## src/rtl/except_unit.sv

```systemverilog
// Exception and interrupt arbitration ahead of cp0.
// Emits a one-cycle registered request plus the redirect target.

package except_pkg;

    localparam logic [4:0] EXCCODE_INT  = 5'd0;
    localparam logic [4:0] EXCCODE_MOD  = 5'd1;
    localparam logic [4:0] EXCCODE_TLBL = 5'd2;
    localparam logic [4:0] EXCCODE_TLBS = 5'd3;
    localparam logic [4:0] EXCCODE_ADEL = 5'd4;
    localparam logic [4:0] EXCCODE_ADES = 5'd5;
    localparam logic [4:0] EXCCODE_SYS  = 5'd8;
    localparam logic [4:0] EXCCODE_BP   = 5'd9;
    localparam logic [4:0] EXCCODE_RI   = 5'd10;
    localparam logic [4:0] EXCCODE_CPU  = 5'd11;
    localparam logic [4:0] EXCCODE_OV   = 5'd12;
    localparam logic [4:0] EXCCODE_TR   = 5'd13;

    typedef struct packed {
        logic [31:0] status;
        logic [31:0] cause;
        logic [31:0] count;
        logic [31:0] compare;
        logic [31:0] epc;
        logic [31:0] error_epc;
        logic [31:0] ebase;
    } CP0Regs_t;

    typedef struct packed {
        logic        we;
        logic [4:0]  waddr;
        logic [2:0]  sel;
        logic [31:0] wdata;
    } CP0RegWriteReq_t;

    typedef struct packed {
        logic        flush;
        logic        eret;
        logic [4:0]  code;
        logic [31:0] extra;
        logic [31:0] cur_pc;
        logic        delayslot;
    } ExceptReq_t;

endpackage

module except_unit
    import except_pkg::*;
(
    input  logic            clk,
    input  logic            rst_n,
    input  logic [5:0]      hw_int,
    input  logic            mem_valid,
    input  logic [31:0]     mem_pc,
    input  logic            mem_delayslot,
    input  logic [31:0]     mem_addr,
    input  logic [11:0]     mem_flags,
    input  logic            mem_mod,
    input  logic            mem_refill,
    input  logic [1:0]      mem_cpu_num,
    input  logic            mem_eret,
    input  CP0Regs_t        cp0_regs,
    input  CP0RegWriteReq_t cp0_wr,
    output ExceptReq_t      except_req,
    output logic [31:0]     redirect_pc,
    output logic            timer_int
);

    typedef enum logic {
        IDLE,
        FLUSH
    } state_t;

    state_t state;

    logic [5:0] hw_m;
    logic [5:0] hw_s;

    logic       st_ie;
    logic       st_exl;
    logic       st_erl;
    logic       st_bev;
    logic [7:0] st_im;

    assign st_ie  = cp0_regs.status[0];
    assign st_exl = cp0_regs.status[1];
    assign st_erl = cp0_regs.status[2];
    assign st_im  = cp0_regs.status[15:8];
    assign st_bev = cp0_regs.status[22];

    logic f_if_adel, f_if_tlbl, f_ri, f_cpu;
    logic f_ov, f_sys, f_bp, f_tr;
    logic f_adel, f_ades, f_tlbl, f_tlbs;

    assign {f_if_adel, f_if_tlbl, f_ri, f_cpu,
            f_ov, f_sys, f_bp, f_tr,
            f_adel, f_ades, f_tlbl, f_tlbs} = mem_flags;

    logic [7:0] ip;
    logic       int_take;

    assign ip = {hw_s[5] | timer_int, hw_s[4:0],
                 cp0_regs.cause[9:8]};

    assign int_take = (|(ip & st_im)) & st_ie
                    & ~st_exl & ~st_erl;

    logic        cmp_wr;
    logic        cmp_hit;

    assign cmp_wr  = cp0_wr.we && cp0_wr.waddr == 5'd11
                  && cp0_wr.sel == 3'd0;
    assign cmp_hit = cp0_regs.count == cp0_regs.compare
                  && cp0_regs.compare != 32'd0;

    logic        hit;
    logic        is_eret;
    logic [4:0]  code;
    logic [31:0] extra;

    // Resolve the highest-priority cause; earlier arms win.
    always_comb begin
        hit     = 1'b1;
        is_eret = 1'b0;
        code    = EXCCODE_INT;
        extra   = 32'd0;
        priority case (1'b1)
            int_take: begin
                code  = EXCCODE_INT;
                extra = {24'd0, ip};
            end
            f_if_adel: begin
                code  = EXCCODE_ADEL;
                extra = mem_pc;
            end
            f_if_tlbl: begin
                code  = EXCCODE_TLBL;
                extra = mem_pc;
            end
            f_ri:  code = EXCCODE_RI;
            f_cpu: begin
                code  = EXCCODE_CPU;
                extra = {30'd0, mem_cpu_num};
            end
            f_ov:  code = EXCCODE_OV;
            f_sys: code = EXCCODE_SYS;
            f_bp:  code = EXCCODE_BP;
            f_tr:  code = EXCCODE_TR;
            f_adel: begin
                code  = EXCCODE_ADEL;
                extra = mem_addr;
            end
            f_ades: begin
                code  = EXCCODE_ADES;
                extra = mem_addr;
            end
            f_tlbl: begin
                code  = EXCCODE_TLBL;
                extra = mem_addr;
            end
            f_tlbs: begin
                code  = EXCCODE_TLBS;
                extra = mem_addr;
            end
            mem_mod: begin
                code  = EXCCODE_MOD;
                extra = mem_addr;
            end
            mem_eret: is_eret = 1'b1;
            default:  hit = 1'b0;
        endcase
    end

    logic        refill_vec;
    logic [31:0] vec_base;
    logic [31:0] vec_pc;
    logic [31:0] target;

    assign refill_vec = (code == EXCCODE_TLBL || code == EXCCODE_TLBS)
                      && mem_refill && !st_exl && !is_eret;
    assign vec_base = st_bev ? 32'hBFC0_0200
                             : {cp0_regs.ebase[31:12], 12'd0};
    assign vec_pc   = vec_base + (refill_vec ? 32'd0 : 32'h180);
    assign target   = !is_eret ? vec_pc
                    : st_erl ? cp0_regs.error_epc : cp0_regs.epc;

    ExceptReq_t req_d;

    // Assemble the request that gets registered on detection.
    always_comb begin
        req_d           = '0;
        req_d.flush     = 1'b1;
        req_d.eret      = is_eret;
        req_d.code      = code;
        req_d.extra     = extra;
        req_d.cur_pc    = mem_pc;
        req_d.delayslot = mem_delayslot;
    end

    // Two-flop synchroniser for the external interrupt lines.
    always_ff @(posedge clk or negedge rst_n) begin
        if (!rst_n) begin
            hw_m <= 6'd0;
            hw_s <= 6'd0;
        end else begin
            hw_m <= hw_int;
            hw_s <= hw_m;
        end
    end

    // Timer latch: a compare write beats a simultaneous match.
    always_ff @(posedge clk or negedge rst_n) begin
        if (!rst_n) begin
            timer_int <= 1'b0;
        end else if (cmp_wr) begin
            timer_int <= 1'b0;
        end else if (cmp_hit) begin
            timer_int <= 1'b1;
        end
    end

    // Request FSM; the FLUSH cycle blanks out the wrong-path slot.
    always_ff @(posedge clk or negedge rst_n) begin
        if (!rst_n) begin
            state       <= IDLE;
            except_req  <= '0;
            redirect_pc <= 32'd0;
        end else begin
            unique case (state)
                IDLE: begin
                    if (mem_valid && hit) begin
                        state       <= FLUSH;
                        except_req  <= req_d;
                        redirect_pc <= target;
                    end else begin
                        except_req <= '0;
                    end
                end
                FLUSH: begin
                    state      <= IDLE;
                    except_req <= '0;
                end
                default: begin
                    state      <= IDLE;
                    except_req <= '0;
                end
            endcase
        end
    end

    logic unused;
    assign unused = ^{cp0_regs.status[31:23],
                      cp0_regs.status[21:16],
                      cp0_regs.status[7:3],
                      cp0_regs.cause[31:10],
                      cp0_regs.cause[7:0],
                      cp0_regs.ebase[11:0],
                      cp0_wr.wdata};

endmodule
```

## config.mk

```make
export PLATFORM = sky130hd
export DESIGN_NAME = except_unit
export DESIGN_NICKNAME = d
export VERILOG_FILES = /design/src/rtl/except_unit.sv
export SDC_FILE = /design/constraint.sdc
export NUM_CORES = 1
export LEC_CHECK = 0
export CORE_AREA = 10 10 173 175
export DETAILED_ROUTE_END_ITERATION = 10
export DIE_AREA = 0 0 183 185
export PLACE_DENSITY_LB_ADDON = 0.05
export SLEW_MARGIN = 15
export SYNTH_ARGS = -nofsm -noshare
export SYNTH_HDL_FRONTEND = slang
export SYNTH_SLANG_ARGS = --single-unit
```

## constraint.sdc

```tcl
create_clock -name clk -period 1.8 [get_ports clk]
set_input_delay 0.36 -clock clk [delete_from_list [all_inputs] [get_ports clk]]
set_output_delay 0.36 -clock clk [all_outputs]
set_load 0.01 [all_outputs]
```

=== Yosys cells after proc, flatten, opt, wreduce, memory -nomap -nowiden ===
Cells that the tools add are included.

* Bitwise logic cells: 8
* Reduce and logical (&&, ||, !) cells: 15
* Add/subtract/negate cells: 1
* Equality and inequality tests: 4
* Multiplexer cells: 67

{| class="wikitable"
|+ Operator list
! cell !! number
|-
| $mux 32 || 17
|-
| $pmux 72 s2 || 1
|-
| $mux 72 || 1
|-
| $mux 1 || 33
|-
| $add 32x9->32 || 1
|-
| $eq 32x32->1 || 1
|-
| $mux 4 || 8
|-
| $reduce_bool 32->1 || 1
|-
| $eq 5x2->1 const B || 2
|-
| $mux 9 || 1
|-
| $and 8x8->8 || 1
|-
| $reduce_or 8->1 || 1
|-
| $logic_and 1x1->1 || 7
|-
| $mux 3 || 2
|-
| $eq 5x4->1 const B || 1
|-
| $mux 5 || 1
|-
| $mux 2 || 2
|-
| $and 1x1->1 || 3
|-
| $logic_not 3->1 || 1
|-
| $not 1->1 || 3
|-
| $logic_not 1->1 || 2
|-
| $pmux 1 s2 || 1
|-
| $reduce_and 2->1 || 1
|-
| $reduce_bool 2->1 || 1
|-
| other kinds (2) || 2
|}

* Logic and storage cells: 106
* Output and inout port bits: 105
* Bits in registers: 118

=== Depth between registers and ports, before layout ===
* Depth in word-level cells: 22
* Mapped depth: 7
* Depth with buffers taken out: 6

=== Worst setup path before layout ===
No wires, ideal clock.

* Path type: input -> register
* From: input mem_flags[4]
* To: register redirect_pc[26]
* Data arrival time: 1666 ps
* Slack: 11 ps
* Path buffers: 1
* Library setup time: 123 ps
* Stages on the path: 7
* Required time: 1677 ps
* Path through: nor4_4 -> and4_1 -> nand2b_1 -> o21ai_2 -> inv_2 -> buf_6 -> o221a_1

* Cells in the longest elaborated chain, start to end: 17
* Elaborated cells on any way between the ends: 39

{| class="wikitable"
|+ RTL lines
! element !! RTL line !! RTL
|-
| from (decl) || 57 || <nowiki>input logic [11:0] mem_flags,</nowiki>
|-
| $mux 4 (8 in a row) || 127 || <nowiki>priority case (1'b1)</nowiki>
|-
| $mux 5 || 127 ||
|-
| $eq 5x2->1 || 179 || <nowiki>assign refill_vec = (code == EXCCODE_TLBL || code == EXCCODE_TLBS)</nowiki>
|-
| $logic_or 1x1->1 || 179 ||
|-
| $logic_and 1x1->1 (3 in a row) || 180 || <nowiki>&& mem_refill && !st_exl && !is_eret;</nowiki>
|-
| $mux 9 || 183 || <nowiki>assign vec_pc = vec_base + (refill_vec ? 32'd0 : 32'h180);</nowiki>
|-
| $add 32x9->32 || 183 ||
|-
| $mux 32 || 184 || <nowiki>assign target = !is_eret ? vec_pc</nowiki>
|-
| to (signal assigned) || 234 || <nowiki>redirect_pc <= target;</nowiki>
|-
| to (decl) || 65 || <nowiki>output logic [31:0] redirect_pc,</nowiki>
|}

Parallel ways exist; a longest one is shown, timed or not.
A chain may end at the register's enable or synchronous reset.

=== Worst setup path after layout ===
* From: input cp0_regs[201] (netlist bit)
* To: register except_req[65] (netlist bit)

* Cells in the longest elaborated chain, start to end: 9
* Elaborated cells on any way between the ends: 10

{| class="wikitable"
|+ RTL lines
! element !! RTL line !! RTL
|-
| from (decl) || 62 || <nowiki>input CP0Regs_t cp0_regs,</nowiki>
|-
| $and 8x8->8 (*) || 105 || <nowiki>assign int_take = (|(ip & st_im)) & st_ie</nowiki>
|-
| $reduce_or 8->1 (*) || 105 ||
|-
| $and 1x1->1 (*) || 105 ||
|-
| $and 1x1->1 (*) (2 in a row) || 106 || <nowiki>& ~st_exl & ~st_erl;</nowiki>
|-
| $mux 1 || 127 ||
|-
| $logic_and 1x1->1 || 231 || <nowiki>if (mem_valid && hit) begin</nowiki>
|-
| $mux 72 (*) || 231 ||
|-
| $pmux 72 s2 (*) || 229 || <nowiki>unique case (state)</nowiki>
|-
| to (signal assigned) || 233 || <nowiki>except_req <= req_d;</nowiki>
|-
| to (decl) || 64 || <nowiki>output ExceptReq_t except_req,</nowiki>
|}

Mark *: on every way between the ends. The rest lies on a longest branch, timed or not.

==> results.md <==
* Status: finished with violations
* Drt first-iter violations at 255
* Failing checks: negative setup slack
* Yosys warnings at 0
* CP Launch Type: input port
* Routed WL at 27.5 mm
* Max Cap Viol at 0
* Worst-path fanout max at 8
* Nets@finish at 1268
* CP Capture Type: flop
* DIE WIDTH at 183 µm
* Avg WL per Cell at 21.7 µm
* Fmax at 471 MHz
* Syn_nets at 830
* PD cells at 729 nW/µm²
* Crit Path Category: in2reg
* Critical path required time at 2.12 ns
* Input/output buffers at 365
* Layout cell share with drive strength beyond 1 at 20.1%
* CP max-delay cell: a222oi_1
* Starting density of the core at 20.0%
* Initial antenna violation count at 4
* Largest net degree at the start of global routing at 56
* Post-DP HPWL at 22.0 mm
* CP Cell Sequence: clkdlybuf4s50_1 > a222oi_1 > and3_4 > a21o_1 > buf_6 > nand3_4 > buf_12 > nor4_4
* Yosys cell types at 44
* Post-synthesis simple-gate area fraction at 16.6%
* Worst skew pair latency at 0.42 ns
* Top post-synthesis cells by area: dfrtp_1, xnor2_1, and2_1
* CTS root buf: clkbuf_16
* Max incr delay on CP at 0.56 ns
* Multi-input logic area at 2760 µm²
* Asr flop ratio synth at 100%
* CTS Buffer Depth at 2
* First-pass GRT wire length at 40.3 mm
* Setup Viol. Count Final at 102
* Post-synthesis compound-gate area fraction at 15.6%
* Filler cells at 2592
* Min Hold Slack at 0.347 ns
* DIE HEIGHT at 185 µm
* Max-slew headroom at 50.2%
* Die area at 33900 µm²
* Worst-Margin Slew at 0.747 ns
* Delay-heaviest family, CP: compound AO/OA/AOI/OAI gates
* Post-Syn Area at 5300 µm²
* Arrival @ worst endpoint at 2.45 ns
* Routed Antenna Nets at 0
* Fin util at 42.5%
* Clk sinks at 116
* Vias in the first global route at 6478
* Ports at 461
* Register area at 2900 µm²
* DR vias at 5544
* DRC at 0
* Placer Congestion at 0.817
* Gr ovfl total at 0
* CORE AREA at 26600 µm²
* Hold Path Class: reg2reg
* Pleak at 4.48 nW
* Final slew viol count at 0
* Final hold violations at 0
* Area Growth Syn to Fin at 113%
* Unrepaired setup endpoints after global routing: yes
* Clock period minus worst slack at 2.13 ns
* Peak VDD IR at 0.000439 V
* Post-Syn Instances at 474
* CTS buffer count at 17
* #FFs+latches synth at 116
* Synth Area in XOR/XNOR at 5.29%
* Bufs and invs on worst path at 3
* Avg Inst Size Synth at 11.2 µm²
* Post-synth top area share at 54.7%
* CTS tree: yes
* Yosys top cell by area: dfrtp_1
* Proportion of synthesized area in mux cells at 4.01%
* Worst-path clk slew at 0.06 ns
* Setup Skew at 0.0106 ns
* Count leader, synth: dfrtp_1
* Vias per cell at 4.37
* Register area share after synthesis at 54.7%
* Tcrit/Tclk final at 118%
* H-tree Lvls at 4
* DRT Pass-1 Iters at 7
* Rows at 60
* GRT Total Usage at 15.8%
* Number of flops mapped to enable cells by yosys at 0
* Combinational family with the most area after synthesis: simple AND/OR/NAND/NOR gates
* Final worst setup slack at -0.325 ns
* Post-synthesis adder-cell area fraction at 0%
* Ys flop type: dfrtp_1
* Commonest cells in the netlist: dfrtp_1, nor2_1, and2_1, xnor2_1, a22oi_1
## registers in the layout (all words and copies together) (netlist names)
signal / flops
except_req: 71
redirect_pc: 32
hw_m: 6
hw_s: 6
timer_int: 1
## power breakdown
part	internal [mW]	total [mW]	switching [mW]
sequential	2.77	2.84	0.0699
combinational	1.15	1.90	0.748
clock	2.12	3.50	1.38
## cell families (layout without fill, tap and decap cells)
| logic type | count (synthesis) | after routing |
|---|---|---|
| buf+inv | 45 | 496 |
| mux | 21 | 21 |
| compound gates | 100 | 100 |
| xor+xnor | 32 | 32 |
| simple gates | 159 | 159 |
| flops | 116 | 116 |
| other cells | 1 | 4 |
## timing repair
item | 4_1_cts | 5_1_grt
pin swaps | 23 | 4
buffers inserted | 5 | 6
hold buffers | 1 | 0
hold endpoints to repair | 20 | 0
gates cloned | 3 | 1
setup endpoints to repair | 104 | 105
resized for setup | 101 | 22
## area by class of cell
class                           instances  area share (%)
Multi-Input combinational cell        313            24.4
Antenna cell                            3          0.0665
Clock inverter                         14            1.49
Tap cell                              341            3.78
Inverter                               14           0.488
Sequential cell                       116            25.7
Timing Repair Buffer                  450            40.1
Clock buffer                           18            3.89
## stage by stage
step	setup slack [ns]	setup TNS, ns	instances	power (mW)	cell area (µm²)
after floorplan	0.0112	0	474	3.34	5300
after global placement	-0.871	-74.38	1219	4.59	9890
after detailed placement	-0.941	-73.72	1219	4.61	9890
after CTS	-0.305	-25.39	1260	8.34	11100
after global routing	-0.379	-32.90	1267	8.61	11300
final	-0.325	-25.55	1269	8.24	11300
## cells in the final DEF, fill, tap and decap left out, types with 3 or more instances in the layout
master	count
clkdlybuf4s50_1	360
dfrtp_1	116
buf_4	62
and2_1	33
xnor2_1	32
nor2_1	30
a22oi_1	26
mux2i_1	19
clkbuf_16	18
inv_1	13
nand2b_1	13
buf_12	13
nor2b_1	12
a2111oi_4	12
nand3_1	12
nor2_4	12
nand4_1	11
o2bb2ai_1	9
nor4_1	9
a221oi_2	7
a221oi_1	7
nor3_2	5
o221a_1	5
inv_6	5
o21ai_0	4
nand2_1	4
nor3_1	4
a211oi_2	4
o221a_2	4
buf_8	4
buf_6	4
diode_2	3
a222oi_1	3
or2_2	3
a21oi_4	3
a221oi_4	3
clkinv_4	3
## layer usage
metal / global-route usage, % / wire length [µm] / vias up
met5: 0 / 7 / -
met3: 6.54 / 2490 / 20
met1: 16.8 / 10500 / 2667
li1: - / - / 2623
met4: 3.77 / 303 / 2
met2: 28.2 / 14200 / 232
## final timing paths
path	depth (start not counted)	endpoint	startpoint	slack (ns)
setup / recovery	8	except_req[65]	cp0_regs[201]	-0.33
hold / removal	0	hw_s[4]	hw_m[4]	0.35
setup reg to reg	7	except_req[65]	hw_s[0]	-0.31
hold reg to reg	0	hw_s[4]	hw_m[4]	0.35
max in group asynchronous	3	redirect_pc[18]	rst_n	0.73
min in group asynchronous	2	except_req[22]	rst_n	0.40
Note: power is estimated with default switching activity, not from simulation.
